[config.mk]
export PLATFORM = sky130hd
export DESIGN_NAME = fetch_stage
export DESIGN_NICKNAME = d
export VERILOG_FILES = /design/src/rtl/fetch_stage_pkg.sv /design/src/rtl/fetch_flush_counter.sv /design/src/rtl/fetch_stage.sv
export SDC_FILE = /design/constraint.sdc
export NUM_CORES = 1
export LEC_CHECK = 0
export BUFFER_PORTS_ARGS = -buffer_cell sky130_fd_sc_hd__buf_2
export CORE_MARGIN = 4
export CORE_UTILIZATION = 58
export DETAILED_ROUTE_END_ITERATION = 6
export GPL_TIMING_DRIVEN = 0
export PLACE_DENSITY = 0.87
export SLEW_MARGIN = 5
export SYNTH_ARGS = -nofsm -noshare
export SYNTH_HDL_FRONTEND = slang
export SYNTH_SLANG_ARGS = --single-unit
[constraint.sdc]
create_clock -name clk -period 3.7 [get_ports clk]
set_input_delay 0 -clock clk [delete_from_list [all_inputs] [get_ports clk]]
set_output_delay 0 -clock clk [all_outputs]
set_load 0.1 [all_outputs]
[src/rtl/fetch_stage_pkg.sv]
// Shared definitions for the instruction-fetch stage: LDM opcode and FSM encoding.
package fetch_stage_pkg;

  localparam logic [4:0] OP_LDM = 5'b10100;

  typedef enum logic [2:0] {
    BOOT_HI = 3'd0,
    BOOT_LO = 3'd1,
    RUN     = 3'd2,
    IMM     = 3'd3,
    FLUSH   = 3'd4
  } fetch_state_t;

endpackage

[src/rtl/fetch_flush_counter.sv]
// 2-bit bubble counter: clear, load, decrement or hold, with a last-bubble flag.
module fetch_flush_counter (
  input  logic       clk,
  input  logic       rst,
  input  logic       clr,
  input  logic       load,
  input  logic [1:0] load_val,
  input  logic       dec,
  output logic       last
);

  logic [1:0] count;

  always_ff @(posedge clk) begin
    if (rst || clr) begin
      count <= '0;
    end else if (load) begin
      count <= load_val;
    end else if (dec && (count != 2'd0)) begin
      count <= count - 2'd1;
    end
  end

  // A zero count also counts as last so FLUSH can never get stuck.
  assign last = (count <= 2'd1);

endmodule

[src/rtl/fetch_stage.sv]
// Instruction-fetch stage: boots the PC from imem, fetches into IF/ID, tags LDM immediates.
module fetch_stage
  import fetch_stage_pkg::*;
#(
  parameter int unsigned     PC_W      = 32,
  parameter int unsigned     INSTR_W   = 16,
  parameter logic [PC_W-1:0] RESET_VEC = '0
) (
  input  logic               clk,
  input  logic               rst,
  output logic [PC_W-1:0]    imem_addr,
  input  logic [INSTR_W-1:0] imem_data,
  input  logic               stall,
  input  logic               redirect_valid,
  input  logic [PC_W-1:0]    redirect_pc,
  input  logic               flush_load,
  input  logic [1:0]         flush_num,
  output logic [INSTR_W-1:0] ifid_instr,
  output logic [PC_W-1:0]    ifid_pc_next,
  output logic               ifid_valid,
  output logic               ifid_is_imm,
  output logic [2:0]         fetch_state
);

  fetch_state_t       state_q, state_d;
  logic [PC_W-1:0]    pc_q, pc_d;
  logic [INSTR_W-1:0] boot_hi_q, boot_hi_d;
  logic [INSTR_W-1:0] instr_d;
  logic [PC_W-1:0]    pc_next_d;
  logic               valid_d, is_imm_d;
  logic               cnt_clr, cnt_load, cnt_dec, cnt_last;
  logic [1:0]         cnt_load_val;
  logic [4:0]         opcode;

  assign opcode = imem_data[INSTR_W-1 -: 5];

  always_comb begin
    case (state_q)
      BOOT_HI: imem_addr = RESET_VEC;
      BOOT_LO: imem_addr = RESET_VEC + PC_W'(1);
      default: imem_addr = pc_q;
    endcase
  end

  always_comb begin
    state_d      = state_q;
    pc_d         = pc_q;
    boot_hi_d    = boot_hi_q;
    instr_d      = ifid_instr;
    pc_next_d    = ifid_pc_next;
    valid_d      = ifid_valid;
    is_imm_d     = ifid_is_imm;
    cnt_clr      = 1'b0;
    cnt_load     = 1'b0;
    cnt_dec      = 1'b0;
    // The load edge itself emits the first bubble, so only N-1 remain counted.
    cnt_load_val = flush_num - 2'd1;
    case (state_q)
      BOOT_HI: begin
        boot_hi_d = imem_data;
        state_d   = BOOT_LO;
      end
      BOOT_LO: begin
        pc_d    = PC_W'({boot_hi_q, imem_data});
        state_d = RUN;
      end
      default: begin
        if (redirect_valid) begin
          pc_d     = redirect_pc;
          valid_d  = 1'b0;
          is_imm_d = 1'b0;
          cnt_clr  = 1'b1;
          state_d  = RUN;
        end else if (flush_load && (flush_num != 2'd0)) begin
          cnt_load = 1'b1;
          valid_d  = 1'b0;
          is_imm_d = 1'b0;
          state_d  = (flush_num == 2'd1) ? RUN : FLUSH;
        end else if (!stall) begin
          if (state_q == FLUSH) begin
            valid_d  = 1'b0;
            is_imm_d = 1'b0;
            cnt_dec  = 1'b1;
            if (cnt_last) state_d = RUN;
          end else begin
            instr_d   = imem_data;
            pc_next_d = pc_q + PC_W'(1);
            valid_d   = 1'b1;
            is_imm_d  = (state_q == IMM);
            pc_d      = pc_q + PC_W'(1);
            state_d   = ((state_q == RUN) && (opcode == OP_LDM)) ? IMM : RUN;
          end
        end
      end
    endcase
  end

  always_ff @(posedge clk) begin
    if (rst) begin
      state_q      <= BOOT_HI;
      pc_q         <= '0;
      boot_hi_q    <= '0;
      ifid_instr   <= '0;
      ifid_pc_next <= '0;
      ifid_valid   <= 1'b0;
      ifid_is_imm  <= 1'b0;
    end else begin
      state_q      <= state_d;
      pc_q         <= pc_d;
      boot_hi_q    <= boot_hi_d;
      ifid_instr   <= instr_d;
      ifid_pc_next <= pc_next_d;
      ifid_valid   <= valid_d;
      ifid_is_imm  <= is_imm_d;
    end
  end

  fetch_flush_counter u_flush_counter (
    .clk      (clk),
    .rst      (rst),
    .clr      (cnt_clr),
    .load     (cnt_load),
    .load_val (cnt_load_val),
    .dec      (cnt_dec),
    .last     (cnt_last)
  );

  assign fetch_state = state_q;

endmodule

==> qor.csv, run 1 <==
stage,metric,value,unit
clock_network,clk_latency,0.37,ns
synth,yosysUniqueCellTypes,71,
placement,post-dp-hpwl,15.3,mm
drt,final_antenna_net_count,0,
synth,synth_nets,763,
power_and_ir_drop,switching_power,0.00132,W
clock_network,cts_sinks,103,
floorplan,initial_utilization,59.2,%
placement,post-place-ws,1.14,ns
grt,grt_max_degree,20,
drt,routedWlPerCell,21.1,um
placement,port_buffers,137,
drt,drt-total-wl,21.0,mm
layout,layout.nets,937,
layout,n_fill_cell,763,
power_and_ir_drop,p_leak,2.80,nW
clock_network,cts_setup_buffers,0,
worst_setup_path,slowest_stage,clkbuf_1,
synth,synthCells,703,
power_and_ir_drop,power.internal,0.00181,W
power_and_ir_drop,power_frac_comb,33.1,%
worst_hold_path,hp-class,in2reg,
clock_network,clkTransAtPathRegs,0.11,ns
power_and_ir_drop,ir_worst_vdd,0.000301,V
synth,ys_seq_area_share,37.9,%
synth,ys_ff_latch,103,
power_and_ir_drop,power.clock.fraction,24.8,%
grt,grt_pass1_vias,6111,
grt,grt_pass1_wl,33.0,mm
synth,syn_avg_cell_area,7.75,um2
synth,ys.flop_type,dfxtp_1,
sta,relSlewSlack,9.89,%
sta,rsz0062_at_grt,false,
power_and_ir_drop,pwr-share-seq,42.1,%
placement,dp_cells,951,
synth,synthArstFlopShare,0,%
grt,grt_usage,37.7,%
worst_setup_path,startpoint_type,register,
worst_setup_path,cp-end-kind,output pin,
synth,synth_edf_count,0,
worst_setup_path,crit_chain,"or2_2, clkbuf_1, clkbuf_1, clkbuf_1, and2_1, buf_2",
drt,route.detailed.drc,1,
worst_setup_path,path_max_fanout,10,
floorplan,coreArea,9200,um2
worst_setup_path,cp_common_cell,clkbuf_1,
placement,routabilityCongestion,0.978,
drt,viasPerCell,6.40,
status,outcome,"finished, violations left",
clock_network,cts_tree,built,
layout,finalNonFillerCells,994,
worst_setup_path,crit_arrival,2.85,ns
worst_setup_path,critPathMaxStageDelay,0.56,ns
clock_network,htree_levels,3,
floorplan,placementRows,35,
sta,setup_slack,0.850,ns
layout,syn2layout_area_growth,23.9,%
clock_network,cts_buffers,9,
layout,seq_area,2060,um2
drt,initialDrtViolationCount,757,
synth,ys_warn_count,0,
power_and_ir_drop,sw_frac_of_total,42.1,%
worst_setup_path,worst_ep_required_time,3.70,ns
drt,num_vias,6363,
flow_run,drv_cap,0,
layout,final_util,73.4,%
sta,post-route-period-util,77.0,%
floorplan,die_w,105,um
layout,multi_input_area,3050,um2
status,violations,DRC,
layout,final_layout_size_suffix_gt1_share,21.3,%
synth,syn_area,5450,um2
sta,fmax,0.351,GHz
grt,grt-ovfl-total,0,
floorplan,die_area,11000,um2
floorplan,die_y,105,um
worst_setup_path,crit_type,reg2out,
power_and_ir_drop,power.density,463,nW/um2
sta,period_minus_slack,2.85,ns
sta,skew,0.00992,ns
sta,final.setup.tns,0,ns
sta,hold_ws,0.0130,ns
sta,setup_viol,0,
sta,tightest_slew,1.34,ns
sta,hold_violations,0,
clock_network,clock_path_buffers,2,
sta,finalMaxSlewViolations,0,
grt,antenna_found_initial,0,
clock_network,cts-root-buf,clkbuf_8,
floorplan,pin_count,140,
drt,drt_first_pass_iters,7,
-- placed cells by master (no fill, tap or decap), types with 3 or more instances in the layout --
cell type      synthesis  final
nand4_1               10     10
o22ai_1                7      7
and2_1                27     27
o211ai_1               6      6
a31oi_1                6      6
inv_1                 18     18
ha_1                   5      5
xor2_1                 6      6
clkbuf_1              44     44
nor2_1                66     66
buf_2                 15    152
and3_1                 8      8
a211oi_1              24     24
nand2_1               98     98
a21oi_1               63     63
o32ai_1                3      3
nor3_1                32     32
a311oi_1               3      3
nor4_2                 4      4
and4_1                 6      6
dlygate4sd3_1          0     26
dfxtp_1              103    103
o21ai_0               28     28
nor4_1                 8      8
nand3_1               12     12
xnor2_1               14     14
a21o_1                 4      4
mux2i_1                7      7
nand2b_1               9      9
o21a_1                 5      5
clkbuf_8               0      9
inv_8                  0      3
a22oi_1               11     11
-- per-stage QoR --
step | total power, W | instance area (um2)
global placement | 0.00229 | 6270
global route | 0.00323 | 6740
finish | 0.00312 | 6750
floorplan | 0.00204 | 5450
detailed placement | 0.00231 | 6270
CTS | 0.00308 | 6740
-- critical path, delay by kind of cell, from the launching register on --
kind,cells,cell delay (ns)
buffers and inverters,4,1.70
AND/OR/NAND/NOR,2,0.38
flip-flops,1,0.39
-- routing by layer --
layer	vias up	part of all wire, %	global-route usage, %
met4	0	3.9	15.9
li1	2852	-	-
met5	-	0	0
met2	477	45	59.3
met1	2949	39	50.7
met3	85	12	7.16
-- synth_stat cells (all sizes together), types with 7 or more instances --
cell type,number,area (um2)
a211oi,24,180
a21oi,63,315
a22oi,11,82.6
and2,28,176
and3,8,50.1
and4,7,62.6
buf,19,101
clkbuf,44,165
dfxtp,103,2060
inv,18,67.6
mux2i,7,70.1
nand2,98,368
nand2b,9,56.3
nand3,12,60.1
nand4,12,105
nor2,66,248
nor3,33,176
nor4,13,121
o21ai,29,145
o22ai,7,43.8
xnor2,14,123
-- power groups by stage --
stage,combinational (W),clock [W],sequential (W)
CTS,0.00100,0.000773,0.00131
floorplan,0.000596,0,0.00144
global route,0.00108,0.000822,0.00133
global placement,0.000963,0,0.00133
detailed placement,0.000977,0,0.00133
finish,0.00103,0.000776,0.00131
-- sequential cells by signal, indices dropped and copies added (netlist names) --
signal and cells:
ifid_pc_next 32, pc_q 32, boot_hi_q 16, ifid_is_imm 1, u_flush_counter.count 2, ifid_valid 1
fetch_state 3, ifid_instr 16
-- layout make-up --
type,count,share of cell area [%]
Sequential cell,103,30.6
Tap cell,111,2.06
Clock buffer,9,1.84
Inverter,19,1.06
Buffer,63,3.95
Clock inverter,7,1.32
Multi-Input combinational cell,518,45.2
Antenna cell,1,0.0371
Timing Repair Buffer,163,14.0
-- kinds of logic after synthesis --
kind of cell / after synthesis / share of synthesized area [%]
AOI/OAI and AO/OA: 184 / 21.6
and+or+nand+nor: 302 / 28.7
DFF: 103 / 37.9
adders and majority gates: 5 / 1.15
xor gates and xnor gates: 20 / 3.22
muxes: 7 / 1.29
buffers and inverters: 82 / 6.20
-- repair_timing --
action,CTS,global route
gates resized for setup,0,0
hold buffers,26,0
hold endpoints to repair,43,0
-- final timing paths --
kind / from / endpoint / slack (ns) / depth (start not counted)
max: fetch_state[2] / imem_addr[16] / 0.85 / 6
max reg2reg: pc_q[0] / pc_q[26] / 1.04 / 7
min reg2reg: ifid_instr[6] / ifid_instr[6] / 0.46 / 2
min: redirect_pc[22] / pc_q[22] / 0.01 / 3
No activity file was read; power rests on OpenSTA's default activity.
==> run 2: changes to the inputs <==
--- a/config.mk
+++ b/config.mk
@@ -7,10 +7,10 @@
 export LEC_CHECK = 0
 export BUFFER_PORTS_ARGS = -buffer_cell sky130_fd_sc_hd__buf_2
 export CORE_MARGIN = 4
-export CORE_UTILIZATION = 58
+export CORE_UTILIZATION = 53
 export DETAILED_ROUTE_END_ITERATION = 6
 export GPL_TIMING_DRIVEN = 0
-export PLACE_DENSITY = 0.87
+export PLACE_DENSITY = 0.81
 export SLEW_MARGIN = 5
 export SYNTH_ARGS = -nofsm -noshare
 export SYNTH_HDL_FRONTEND = slang
==> constraint.sdc (replaced) <==
create_clock -name clk -period 2.8 [get_ports clk]
set_input_delay 0 -clock clk [delete_from_list [all_inputs] [get_ports clk]]
set_output_delay 0 -clock clk [all_outputs]
set_load 0.1 [all_outputs]
==> run 2 against run 1 <==
Compared with the run above: the flow now finishes without violations; register-to-register slack lost 0.88 ns; total power grew 31%; sequential share of layout area shrank 0.12 points; first-iteration DRC count shrank 21%; global-route usage shrank 3.2 points; non-clock buffer count is the same; wire length shrank 1.5%; via count shrank 3.2%; clock skew grew 0.0054 ns; sequential power grew 33%; worst setup slack lost 0.75 ns; critical path type is now in2reg; largest power group unchanged.
==> qor.csv, run 2 (same netlist as run 1, synthesis figures left out) <==
stage,metric,value,unit,change
worst_setup_path,reg2reg_from,pc_q[0],,
sta,final.setup.tns,0,ns,unchanged
clock_network,clk_latency,0.38,ns,about the same
floorplan,pin_count,140,,unchanged
floorplan,coreArea,9910,um2,+7.8%
placement,routabilityCongestion,0.946,,-3.3%
worst_setup_path,crit_type,in2reg,,
worst_hold_path,holdCritStartpoint,redirect_pc[11],,
layout,diodes,0,,-1
drt,routedWlPerCell,20.4,um,-3.5%
grt,grt-ovfl-total,0,,unchanged
floorplan,die_y,109,um,+4.3%
worst_setup_path,crit_arrival,3.02,ns,+0.17 ns
layout,layout.nets,937,,unchanged
sta,finalMaxSlewViolations,0,,unchanged
worst_setup_path,reg2regPathDepth,7,,unchanged
worst_setup_path,cp_common_cell,clkbuf_1,,
layout,reg.largest.list,"ifid_pc_next: 32 flops, pc_q: 32 flops",,
grt,grt_max_degree,19,,-5.0%
status,outcome,"finished, final reports clean",,
worst_setup_path,worstReg2RegEnd,pc_q[26],,
layout,n_fill_cell,891,,+17%
sta,tightest_slew,1.18,ns,-0.158 ns
drt,viasPerCell,6.07,,-5.2%
clock_network,cts_tree,built,,
layout,seq_area,2060,um2,unchanged
grt,grt_usage,34.5,%,-3.2 points
clock_network,cts_setup_buffers,0,,unchanged
worst_setup_path,startpoint_type,primary input,,
layout,final_util,68.3,%,-5.0 points
power_and_ir_drop,ir_worst_vdd,0.000392,V,+30%
drt,num_vias,6158,,-3.2%
sta,relSlewSlack,20.5,%,+11 points
sta,rsz0062_at_grt,true,,
power_and_ir_drop,power.density,604,nW/um2,+30%
drt,drt-total-wl,20.7,mm,-1.5%
worst_setup_path,r2r_slack,0.16,ns,-0.88 ns
floorplan,placementRows,36,,+2.9%
grt,grt_pass1_wl,31.1,mm,-5.7%
flow_run,drv_cap,0,,unchanged
grt,grt_pass1_vias,5620,,-8.0%
power_and_ir_drop,p_leak,2.80,nW,-0.17%
drt,drt_first_pass_iters,5,,-2
sta,skew,0.0153,ns,+0.00540 ns
clock_network,cts_sinks,103,,unchanged
clock_network,clock_path_buffers,2,,unchanged
layout,final_cell_mix,"buf_2 (152), dfxtp_1 (103), nand2_1 (98), nor2_1 (66), a21oi_1 (63)",,
layout,syn2layout_area_growth,24.4,%,
layout,layout_commonest_cell,buf_2,,
layout,final_layout_size_suffix_gt1_share,21.5,%,+0.23 points
worst_setup_path,critPathMaxStageDelay,0.60,ns,+0.04 ns
sta,hold_violations,0,,unchanged
drt,final_antenna_net_count,0,,unchanged
worst_setup_path,path_max_fanout,10,,unchanged
clock_network,clkTransAtPathRegs,0.11,ns,about the same
worst_setup_path,slowest_stage,clkbuf_1,,
worst_setup_path,worst_ep_required_time,3.12,ns,-0.58 ns
clock_network,htree_levels,3,,unchanged
placement,post-dp-hpwl,15.2,mm,-0.53%
drt,initialDrtViolationCount,600,,-21%
floorplan,die_w,109,um,+4.3%
layout,multi_input_area,3060,um2,+0.29%
clock_network,cts_buffers,9,,unchanged
clock_network,cts-root-buf,clkbuf_8,,
sta,post-route-period-util,96.6,%,
sta,setup_viol,0,,unchanged
worst_hold_path,min_to,pc_q[11],,
worst_hold_path,hold_depth,4,,+1
placement,port_buffers,137,,unchanged
worst_setup_path,crit_chain,"dlygate4sd3_1, buf_2, inv_1, ha_1, nor2b_1, clkbuf_1, or4_1, clkbuf_1, buf_1, nand2_1, a21oi_1",,
worst_setup_path,cp-end-kind,register,,
worst_hold_path,hp-class,in2reg,,
floorplan,die_area,12000,um2,+8.7%
floorplan,initial_utilization,55.0,%,-4.3 points
sta,period_minus_slack,2.70,ns,
grt,antenna_found_initial,0,,unchanged
sta,fmax,0.370,GHz,
drt,route.detailed.drc,0,,-1
[run 2: cell types whose count changed in the layout (fill, tap and decap cells not counted), sizes merged]
cell,delta
clkinvlp,+2
clkinv,-1
diode,-1
inv,-1
[run 2: area by class of cell]
type,instances,area share (%)
Multi-Input combinational cell,518,45.1
Timing Repair Buffer,163,14.0
Clock inverter,7,1.16
Inverter,19,1.05
Clock buffer,9,1.83
Tap cell,133,2.46
Buffer,63,3.97
Sequential cell,103,30.4
[run 2: critical path: cells and delay by family]
family	cells	cell delay, ns
and+or+nand+nor	3	0.53
adders and majority gates	1	0.19
buffers and inverters	6	2.14
AOI/OAI and AO/OA	1	0.15
[run 2: how the worst max path moves through the flow]
| stage | startpoint | to | slack (ns) | depth (start not counted) |
|---|---|---|---|---|
| finish | flush_num[0] | ifid_instr[14] | 0.1 | 11 |
| global route | flush_num[0] | ifid_instr[13] | -0.07 | 11 |
| CTS | fetch_state[2] | imem_addr[13] | 0.009 | 6 |
| detailed placement | fetch_state[2] | ifid_instr[11] | 0.25 | 7 |
| global placement | pc_q[0] | pc_q[26] | 0.27 | 7 |
| floorplan | fetch_state[1] | imem_addr[12] | -0.06 | 4 |
[run 2: per-stage QoR]
step / hold WS [ns] / total power (W) / area (um2) / setup slack (ns) / cells
after global routing: 0.0227 / 0.00425 / 6770 / -0.0708 / 1015
after CTS: 0.0133 / 0.00405 / 6760 / 0.00901 / 1015
final: 0.0185 / 0.00409 / 6770 / 0.0961 / 1015
after detailed placement: 0.262 / 0.00305 / 6300 / 0.250 / 973
after global placement: 0.264 / 0.00304 / 6300 / 0.266 / 973
after floorplan: 0.114 / 0.00269 / 5450 / -0.0591 / 703
[run 2: where the power goes]
part           switching, W  total (W)  internal (W)
combinational      0.000995    0.00135      0.000357
sequential         0.000141    0.00174       0.00159
clock              0.000578    0.00100      0.000423
total               0.00171    0.00409       0.00237
[run 2: layer usage]
metal	track usage, %	vias up	part of all wire (%)
met5	0	-	0
met4	11.4	0	2.6
met3	7.28	46	12
met2	53.0	413	45
met1	48.3	2856	40
li1	-	2843	-
[run 2: repair_timing]
item / 4_1_cts / 5_1_grt
gates resized for setup: 0 / 5
hold buffers: 26 / 0
endpoints found under the hold margin: 46 / 0
endpoints found under the setup margin: 0 / 23
==> run 3: changes to the inputs <==
--- a/config.mk
+++ b/config.mk
@@ -7,10 +7,10 @@
 export LEC_CHECK = 0
 export BUFFER_PORTS_ARGS = -buffer_cell sky130_fd_sc_hd__buf_2
 export CORE_MARGIN = 4
-export CORE_UTILIZATION = 53
+export CORE_UTILIZATION = 35
 export DETAILED_ROUTE_END_ITERATION = 6
 export GPL_TIMING_DRIVEN = 0
-export PLACE_DENSITY = 0.81
+export PLACE_DENSITY = 0.58
 export SLEW_MARGIN = 5
 export SYNTH_ARGS = -nofsm -noshare
 export SYNTH_HDL_FRONTEND = slang
==> run 3 against run 2 <==
Compared with the run above: via count down 4.3%; register-to-register slack worse by 0.06 ns; maximum frequency increased by 0.15%; global-route usage down 11 points; first-iteration DRC count is 3.7% higher; flip-flop and latch count did not move; clock skew fell by 0.0056 ns; critical path type is now reg2reg; largest power group unchanged.
==> qor.csv, run 3 (same netlist as run 1, synthesis figures left out) <==
stage,metric,value,unit,change
clock_network,clk_latency,0.36,ns,-0.02 ns
flow_run,drv_cap,0,,unchanged
grt,grt_usage,23.9,%,-11 points
worst_setup_path,slowest_stage,nor4_1,,
drt,drt_first_pass_iters,5,,unchanged
worst_setup_path,reg2regPathDepth,7,,unchanged
power_and_ir_drop,power.density,640,nW/um2,+6.0%
sta,period_minus_slack,2.70,ns,-0.00408 ns
clock_network,cts-root-buf,clkbuf_16,,
worst_setup_path,crit_type,reg2reg,,
floorplan,die_area,17600,um2,+47%
worst_hold_path,holdCritStartpoint,redirect_pc[27],,
clock_network,cts_buffers,9,,unchanged
sta,hold_violations,0,,unchanged
clock_network,clkTransAtPathRegs,0.07,ns,-0.04 ns
drt,drt-total-wl,21.4,mm,+3.2%
grt,antenna_found_initial,0,,unchanged
grt,grt_max_degree,19,,unchanged
floorplan,placementRows,45,,+25%
grt,grt_pass1_wl,32.6,mm,+5.0%
status,outcome,"finished, final reports clean",,
layout,syn2layout_area_growth,26.6,%,
drt,routed.top_layer,met4,,
drt,met2_length,9.89,mm,+6.3%
placement,routabilityCongestion,0.924,,-2.3%
layout,reg.largest.list,"ifid_pc_next: 32 flops, pc_q: 32 flops",,
sta,skew,0.00975,ns,-0.00557 ns
drt,wl_met3,1.59,mm,-37%
worst_setup_path,worst_ep_required_time,3.01,ns,-0.11 ns
worst_hold_path,min_to,pc_q[27],,
sta,fmax,0.370,GHz,+0.15%
worst_hold_path,hold_depth,3,,-1
worst_setup_path,reg2reg_from,pc_q[0],,
worst_setup_path,crit_arrival,2.91,ns,-0.11 ns
clock_network,cts_sinks,103,,unchanged
power_and_ir_drop,p_leak,2.83,nW,+1.3%
floorplan,die_w,133,um,+21%
floorplan,pin_count,140,,unchanged
clock_network,cts_tree,built,,
drt,num_vias,5893,,-4.3%
layout,seq_area,2060,um2,unchanged
grt,grt-ovfl-total,0,,unchanged
layout,layout.nets,933,,-0.43%
sta,finalMaxSlewViolations,0,,unchanged
drt,initialDrtViolationCount,622,,+3.7%
worst_setup_path,critPathMaxStageDelay,0.52,ns,-0.08 ns
drt,drt-met1-wl,9.48,mm,+14%
grt,grt_pass1_vias,5521,,-1.8%
worst_hold_path,hp-class,in2reg,,
power_and_ir_drop,ir_worst_vdd,0.000363,V,-7.3%
layout,layout_commonest_cell,buf_2,,
sta,setup_viol,0,,unchanged
sta,final.setup.tns,0,ns,unchanged
worst_setup_path,cp-end-kind,register,,
layout,n_fill_cell,1601,,+80%
worst_setup_path,crit_chain,"ha_1, and3_1, buf_2, nand4_1, nor4_1, mux2i_1, nor3_1",,
layout,diodes,0,,unchanged
floorplan,coreArea,15200,um2,+53%
drt,routedWlPerCell,20.1,um,-1.7%
layout,multi_input_area,3050,um2,-0.29%
clock_network,cts_setup_buffers,0,,unchanged
sta,post-route-period-util,96.4,%,-0.15 points
placement,post-dp-hpwl,16.2,mm,+6.4%
worst_setup_path,r2r_slack,0.10,ns,-0.06 ns
drt,viasPerCell,5.53,,-8.9%
drt,route.detailed.drc,0,,unchanged
sta,relSlewSlack,17.2,%,-3.3 points
sta,rsz0062_at_grt,false,,
worst_setup_path,path_max_fanout,9,,-1
placement,port_buffers,137,,unchanged
clock_network,clock_path_buffers,2,,unchanged
worst_setup_path,worstReg2RegEnd,pc_q[26],,
floorplan,initial_utilization,35.8,%,-19 points
clock_network,htree_levels,3,,unchanged
layout,final_layout_size_suffix_gt1_share,21.8,%,+0.21 points
drt,final_antenna_net_count,0,,unchanged
sta,tightest_slew,1.23,ns,+0.0495 ns
floorplan,die_y,133,um,+21%
sta,hold_ws,0.00875,ns,-0.00980 ns
worst_setup_path,startpoint_type,register,,
layout,final_cell_mix,"buf_2 (152), dfxtp_1 (103), nand2_1 (98), nor2_1 (66), a21oi_1 (63)",,
run 3: layout make-up:
| type | instances | area share (%) |
|---|---|---|
| multi-input combinational | 518 | 44.2 |
| sequential | 103 | 29.9 |
| timing repair buffer | 159 | 13.1 |
| buffer | 63 | 3.92 |
| tap | 188 | 3.41 |
| clock buffer | 9 | 3.27 |
| clock inverter | 7 | 1.14 |
| inverter | 19 | 1.03 |
run 3: power breakdown:
part           switching (W)  internal (W)  leakage, nW
logic               0.000996      0.000352         1.85
clock network       0.000622      0.000705        0.144
registers           0.000140       0.00159        0.842
total                0.00176       0.00265         2.83
run 3: through the flow:
step	area [um2]	util (%)	instances	setup WS (ns)	power [W]
final	6900	45.4	1066	0.100	0.00441
after global routing	6900	45.4	1066	0.0450	0.00460
after CTS	6890	45.3	1066	0.101	0.00441
after detailed placement	6370	41.9	1028	0.201	0.00307
after global placement	6370	41.9	1028	0.170	0.00307
after floorplan	5450	-	703	-0.0591	0.00269
run 3: worst max path at each step:
stage,start,endpoint,slack [ns],depth (start not counted)
floorplan,fetch_state[1],imem_addr[12],-0.06,4
global placement,pc_q[0],pc_q[26],0.17,7
detailed placement,pc_q[0],pc_q[26],0.20,7
CTS,fetch_state[2],imem_addr[9],0.10,6
global route,flush_num[0],pc_q[16],0.04,10
finish,pc_q[0],pc_q[26],0.10,7
run 3: repair_timing:
item	in CTS	in global routing
hold buffers	22	0
resized for setup	1	4
hold endpoints to repair	39	0
cloned	0	0
setup endpoints to repair	3	7
run 3: worst max-delay path: cells and delay by family (launching register included):
family	cells	cell delay, ns
flops	1	0.49
mux	1	0.36
fa+ha+maj	1	0.24
simple gates	4	1.26
buf+inv	1	0.20
run 3: layer usage:
| layer | up-vias | global-route usage [%] |
|---|---|---|
| met5 | - | 0 |
| met4 | 0 | 7.04 |
| met3 | 27 | 4.33 |
| met2 | 273 | 37.5 |
| met1 | 2761 | 33.5 |
| li1 | 2832 | - |
